$ cat config.mk
export PLATFORM = sky130hd
export DESIGN_NAME = tone_contour_synth
export DESIGN_NICKNAME = d
export VERILOG_FILES = /design/src/rtl/tone_contour_synth.sv
export SDC_FILE = /design/constraint.sdc
export NUM_CORES = 1
export LEC_CHECK = 0
export CORE_UTILIZATION = 57
export CTS_CLUSTER_DIAMETER = 100
export DETAILED_ROUTE_END_ITERATION = 10
export GPL_ROUTABILITY_DRIVEN = 0
export PLACE_DENSITY = 0.79
export SKIP_LAST_GASP = 1
export SYNTH_ARGS = -nofsm -noshare
export SYNTH_HDL_FRONTEND = slang
export SYNTH_SLANG_ARGS = --single-unit
$ cat constraint.sdc
create_clock -name clk_in -period 3.5 [get_ports clk_in]
set_input_delay 0.875 -clock clk_in [delete_from_list [all_inputs] [get_ports clk_in]]
set_output_delay 0.875 -clock clk_in [all_outputs]
set_load 0.01 [all_outputs]
$ cat src/rtl/tone_contour_synth.sv
// rtl/tone_contour_synth.sv - phase-accumulator tone synthesiser following a 4-segment pitch contour
// Define TONE_SYNTH_TRIANGLE_EN for a triangle waveform; the default waveform is a sawtooth.
module tone_contour_synth #(
  parameter int unsigned CLKS_PER_SAMPLE = 2268,
  parameter int unsigned SEG_SAMPLES     = 1024,
  parameter logic [31:0] BASE_INC        = 32'h0092_0000,
  parameter logic [31:0] DELTA_INC       = 32'h0020_0000
) (
  input  logic        clk_in,
  input  logic        rst_in,
  input  logic [2:0]  tone_in,
  input  logic        valid_in,
  output logic        ready_out,
  output logic [15:0] sample_out,
  output logic        sample_valid,
  output logic        done_out,
  output logic        error_out,
  output logic        busy_out
);

  localparam int unsigned DIV_W = (CLKS_PER_SAMPLE > 1) ? $clog2(CLKS_PER_SAMPLE) : 1;
  localparam int unsigned CNT_W = (SEG_SAMPLES > 1) ? $clog2(SEG_SAMPLES) : 1;
  localparam logic [DIV_W-1:0] DIV_LAST  = DIV_W'(CLKS_PER_SAMPLE - 1);
  localparam logic [CNT_W-1:0] SCNT_LAST = CNT_W'(SEG_SAMPLES - 1);

  localparam logic [1:0] S_IDLE = 2'd0;
  localparam logic [1:0] S_PLAY = 2'd1;
  localparam logic [1:0] S_DONE = 2'd2;

  logic [1:0]       state_q, state_d;
  logic [2:0]       code_q, code_d;
  logic [31:0]      phase_q, phase_d;
  logic [1:0]       seg_q, seg_d;
  logic [CNT_W-1:0] scnt_q, scnt_d;
  logic [DIV_W-1:0] div_q, div_d;
  logic [15:0]      sample_q, sample_d;
  logic             sv_q, sv_d;
  logic             done_q, done_d;
  logic             err_q, err_d;

  logic [31:0] inc;
  logic [15:0] wave;
  logic        code_ok;
  logic        first_cycle;

  assign code_ok = (code_q == 3'b000) || (code_q == 3'b001) ||
                   (code_q == 3'b010) || (code_q == 3'b100);

  // Unsupported codes fall through to the flat contour.
  always_comb begin
    inc = BASE_INC;
    case (code_q)
      3'b001: begin
        case (seg_q)
          2'd0:    inc = BASE_INC;
          2'd1:    inc = BASE_INC + DELTA_INC;
          2'd2:    inc = BASE_INC + (DELTA_INC << 1);
          default: inc = BASE_INC + DELTA_INC + (DELTA_INC << 1);
        endcase
      end
      3'b010: begin
        case (seg_q)
          2'd0:    inc = BASE_INC + DELTA_INC + (DELTA_INC << 1);
          2'd1:    inc = BASE_INC + (DELTA_INC << 1);
          2'd2:    inc = BASE_INC + DELTA_INC;
          default: inc = BASE_INC;
        endcase
      end
      3'b100: begin
        if (seg_q == 2'd1 || seg_q == 2'd2) inc = BASE_INC - DELTA_INC;
        else                                inc = BASE_INC;
      end
      default: inc = BASE_INC;
    endcase
  end

`ifdef TONE_SYNTH_TRIANGLE_EN
  logic [15:0] tri_val;
  always_comb begin
    tri_val = phase_q[31] ? ~phase_q[30:15] : phase_q[30:15];
    wave    = tri_val ^ 16'h8000;
  end
`else
  always_comb begin
    wave = {~phase_q[31], phase_q[30:16]};
  end
`endif

  // Only the cycle right after accept has divider, segment and sample count all zero.
  assign first_cycle = (div_q == '0) && (seg_q == 2'd0) && (scnt_q == '0);

  always_comb begin
    state_d  = state_q;
    code_d   = code_q;
    phase_d  = phase_q;
    seg_d    = seg_q;
    scnt_d   = scnt_q;
    div_d    = div_q;
    sample_d = sample_q;
    sv_d     = 1'b0;
    done_d   = 1'b0;
    err_d    = 1'b0;
    case (state_q)
      S_IDLE: begin
        if (valid_in) begin
          state_d = S_PLAY;
          code_d  = tone_in;
          phase_d = '0;
          seg_d   = '0;
          scnt_d  = '0;
          div_d   = '0;
        end
      end
      S_PLAY: begin
        err_d = first_cycle && !code_ok;
        if (div_q == DIV_LAST) begin
          div_d    = '0;
          sample_d = wave;
          sv_d     = 1'b1;
          phase_d  = phase_q + inc;
          if (scnt_q == SCNT_LAST) begin
            scnt_d = '0;
            if (seg_q == 2'd3) state_d = S_DONE;
            else               seg_d   = seg_q + 2'd1;
          end else begin
            scnt_d = scnt_q + CNT_W'(1);
          end
        end else begin
          div_d = div_q + DIV_W'(1);
        end
      end
      S_DONE: begin
        // First DONE cycle raises done_out; ready returns the cycle after the pulse.
        if (!done_q) done_d  = 1'b1;
        else         state_d = S_IDLE;
      end
      default: state_d = S_IDLE;
    endcase
  end

  always_ff @(posedge clk_in) begin
    if (rst_in) begin
      state_q  <= S_IDLE;
      code_q   <= '0;
      phase_q  <= '0;
      seg_q    <= '0;
      scnt_q   <= '0;
      div_q    <= '0;
      sample_q <= '0;
      sv_q     <= 1'b0;
      done_q   <= 1'b0;
      err_q    <= 1'b0;
    end else begin
      state_q  <= state_d;
      code_q   <= code_d;
      phase_q  <= phase_d;
      seg_q    <= seg_d;
      scnt_q   <= scnt_d;
      div_q    <= div_d;
      sample_q <= sample_d;
      sv_q     <= sv_d;
      done_q   <= done_d;
      err_q    <= err_d;
    end
  end

  assign ready_out    = (state_q == S_IDLE);
  assign busy_out     = (state_q != S_IDLE);
  assign sample_out   = sample_q;
  assign sample_valid = sv_q;
  assign done_out     = done_q;
  assign error_out    = err_q;

endmodule

==> results.sh <==
export IMPL_outcome="finished clean"
export IMPL_ys_flop_type="dfxtp_1"
export IMPL_rsz0062_at_grt="false"
export IMPL_cell_internal_pwr_uw=1024
export IMPL_switching_share=0.2589
export IMPL_fillers=469
export IMPL_ant_nets=0
export IMPL_crit_path_end_kind="flip-flop"
export IMPL_wl_per_cell_um=15.69
export IMPL_clock_power_share=0.399
export IMPL_pwr_density_cell_nw_per_um2=390.3
export IMPL_final_common_cell="dfxtp_1"
export IMPL_yosysSeqAreaShare=0.4037
export IMPL_power_frac_comb=0.077
export IMPL_start_util=0.5981
export IMPL_synthArstFlopShare=0
export IMPL_tightest_slew_ps=787.7
export IMPL_drc=0
export IMPL_p_leak_uw=0.001184
export IMPL_drv_cap=0
export IMPL_synthCells=373
export IMPL_switchingPower_uw=357.7
export IMPL_synth_compound_area_frac=0.2137
export IMPL_avgSynthCellArea_um2=8.242
export IMPL_grt_pass1_vias=2649
export IMPL_crit_top_cell="ha_1"
export IMPL_diodes=0
export IMPL_fin_util=0.6887
export IMPL_synth_edff_count=0
export IMPL_final_setup_tns_ps=0
export IMPL_rr_endpoint="phase_q[31]$_SDFFE_PP0P_"
export IMPL_min_from="sample_out[6]$_SDFFE_PP0P_"
export IMPL_gr_total_overflow=0
export IMPL_crit_start="seg_q[0]$_SDFFE_PP0P_"
export IMPL_seqPwrFrac=0.524
export IMPL_hp_class="reg -> reg"
export IMPL_placed_area_um2=3372
export IMPL_min_period_ps=2830
export IMPL_dieWidth_um=75.44
export IMPL_reg2reg_depth=9
export IMPL_synth_area_leaders="dfxtp_1, nand2_1, a21oi_1"
export IMPL_power_total_uw=1382
export IMPL_synth_top_family_by_area="simple AND/OR/NAND/NOR gates"
export IMPL_cts_tree="yes"
export IMPL_final_period_utilization=0.8085
export IMPL_drtIter0Drc=170
export IMPL_grt_usage=0.2881
export IMPL_synth_nets=391
export IMPL_routed_wl_mm=7.407
export IMPL_antenna_found_initial=0
export IMPL_peakVddDrop_v=0.0002212
export IMPL_worstSetupPathType="reg -> reg"
export IMPL_min_delay_path_depth=2
export IMPL_finalMaxSlewViolations=0
export IMPL_cts_made_buffers=9
export IMPL_start_kind="flip-flop"
export IMPL_clock_latency_ps=350
export IMPL_ctsResizeCount=0
export IMPL_drive_above_1_share=0.07960
export IMPL_clockBufferDepth=2
export IMPL_htreeDepth=3
export IMPL_ys_types=52
export IMPL_post_cts_buffers=0
export IMPL_die_height_um=75.44
export IMPL_fin_skew_ps=8.303
export IMPL_mostFrequentLayoutCells="dfxtp_1, nand2_1, a21oi_1"
export IMPL_cp_max_fo=6
export IMPL_num_rows=26
export IMPL_netlist_area_um2=3074
export IMPL_io_buffers=25
export IMPL_muxShareOfSynthArea=0.003256
export IMPL_cts_hold_buf=0
export IMPL_clkSinkCount=62
export IMPL_via_count=2874
export IMPL_synth_xor_area_share=0.03134
export IMPL_slowest_delay_ps=650
export IMPL_fp_coreArea_um2=5140
export IMPL_cp_required_ps=3770
export IMPL_hold_viol_final=0
export IMPL_area_growth_syn_to_layout_pct=15.14
export IMPL_synthSimpleGateAreaFrac=0.2593
export IMPL_cts_root_buf="clkbuf_8"
export IMPL_yosys_area_share_adder=0.04884
export IMPL_cp_slowest_cell="or4b_2"
export IMPL_yosysWarnings=0
export IMPL_synth_top_cell_area_share=0.4037
export IMPL_dp_hpwl_mm=5.110
export IMPL_crit_reg2reg_launch="seg_q[0]$_SDFFE_PP0P_"
export IMPL_pin_count=27
export IMPL_yosys_area_top_type="dfxtp_1"
export IMPL_clock_fmax_mhz=353.4
export IMPL_ys_ff_latch=62
export IMPL_setup_violations=0
export IMPL_cp_cell_sequence="ha_1 > or4b_2 > o22ai_1 > ha_1 > nand3_1 > o2111ai_1 > nand2_1 > or4_1 > a21oi_1"
export IMPL_design_area_um2=3540
export IMPL_grt_max_degree=41
export IMPL_viasPerCell=6.089
export IMPL_r2r_slack_ps=670
export IMPL_whs_ps=449.0
export IMPL_slew_headroom=0.4729
export IMPL_worst_ep_arrival_time_ps=3100
export IMPL_grt_pass1_wl_mm=12.19
export IMPL_path_clk_slew_ps=70
export IMPL_die_area_um2=5691
export IMPL_fin_nets=415
export IMPL_firstDrtPassIters=4
export IMPL_min_to="sample_out[6]$_SDFFE_PP0P_"
## cells in the mapped netlist (2+ instances only)
| cell | number |
|---|---|
| dfxtp_1 | 62 |
| nand2_1 | 60 |
| a21oi_1 | 44 |
| nor2_1 | 29 |
| o21ai_0 | 16 |
| clkbuf_1 | 12 |
| ha_1 | 12 |
| nand3_1 | 12 |
| inv_1 | 11 |
| xor2_1 | 9 |
| or3_1 | 8 |
| nor3_1 | 7 |
| a311oi_1 | 6 |
| nand4_1 | 6 |
| nand2b_1 | 5 |
| o31ai_1 | 5 |
| or4_1 | 5 |
| and3_1 | 4 |
| a31o_2 | 3 |
| buf_4 | 3 |
| nor4_1 | 3 |
| nor4b_1 | 3 |
| o2111ai_1 | 3 |
| o211a_1 | 3 |
| o211ai_1 | 3 |
| a41oi_1 | 2 |
| and2_1 | 2 |
| buf_2 | 2 |
| nand3b_1 | 2 |
| nor2b_1 | 2 |
| nor4_4 | 2 |
| o21a_1 | 2 |
| o221a_2 | 2 |
| o22ai_1 | 2 |
| o41ai_1 | 2 |
| or2_2 | 2 |
| xnor2_1 | 2 |
## kinds of logic (layout without fill, tap and decap cells)
family | Yosys count | in the layout
and+or+nand+nor | 157 | 157
AOI/OAI and AO/OA | 101 | 101
DFF | 62 | 62
buffers and inverters | 28 | 57
adders and majority gates | 12 | 12
xor gates and xnor gates | 11 | 11
other | 1 | 1
muxes | 1 | 1
## registers in the layout, summed over array words and instances, names as in the netlist
| register | count |
|---|---|
| state_q | 2 |
| scnt_q | 10 |
| error_out | 1 |
| sample_out | 15 |
| seg_q | 2 |
| phase_q | 15 |
| div_q | 12 |
| done_out | 1 |
| code_q | 3 |
| sample_valid | 1 |
## worst max-delay path: cells and delay by family, from the launching register on
kind                     cells  cell delay [ps]
AO/OA/AOI/OAI                3              600
adder cells (fa/ha/maj)      2              520
flip-flops                   1              350
AND/OR/NAND/NOR              4             1270
## power groups by stage
stage	logic [uW]	registers [uW]	clock network, uW
finish	106	724	552
floorplan	72.5	737	0
detailed placement	105	739	0
global route	117	725	589
CTS	106	724	556
global placement	102	739	0
## per-layer routing
| layer | vias to the layer above | track usage | share of wire |
|---|---|---|---|
| met5 | - | 0 | 0 |
| met4 | 0 | 0.1317 | 0.023 |
| met3 | 16 | 0.08069 | 0.063 |
| met2 | 100 | 0.4573 | 0.47 |
| met1 | 1362 | 0.3649 | 0.45 |
| li1 | 1396 | - | - |
## metrics by stage
| step | instances | setup WS [ps] |
|---|---|---|
| floorplan | 373 | 980.1 |
| global placement | 456 | 725.4 |
| detailed placement | 456 | 686.5 |
| CTS | 472 | 705.6 |
| global route | 472 | 537.6 |
| finish | 472 | 670.2 |
## final cells by class
class | instances | area [um2] | area share
clock buffers | 12 | 145.1 | 0.04100
clock inverters | 4 | 22.52 | 0.006363
inverters | 11 | 41.29 | 0.01166
multi-input cells | 283 | 1714 | 0.4843
flip-flops and latches | 62 | 1241 | 0.3507
well taps | 70 | 87.58 | 0.02474
repair buffers | 30 | 287.8 | 0.08130
## how the worst max path moves through the flow
| stage | slack (ps) | to | cells after the start |
|---|---|---|---|
| 5_1_grt | 540 | phase_q[31]$_SDFFE_PP0P_ | 9 |
| 4_1_cts | 710 | phase_q[31]$_SDFFE_PP0P_ | 9 |
| 3_3_place_gp | 730 | scnt_q[7]$_SDFFE_PP0P_ | 5 |
| 3_5_place_dp | 690 | scnt_q[7]$_SDFFE_PP0P_ | 5 |
| 6_report | 670 | phase_q[31]$_SDFFE_PP0P_ | 9 |
| 2_1_floorplan | 980 | phase_q[31]$_SDFFE_PP0P_ | 9 |
Note: power is estimated with default switching activity, not from simulation.
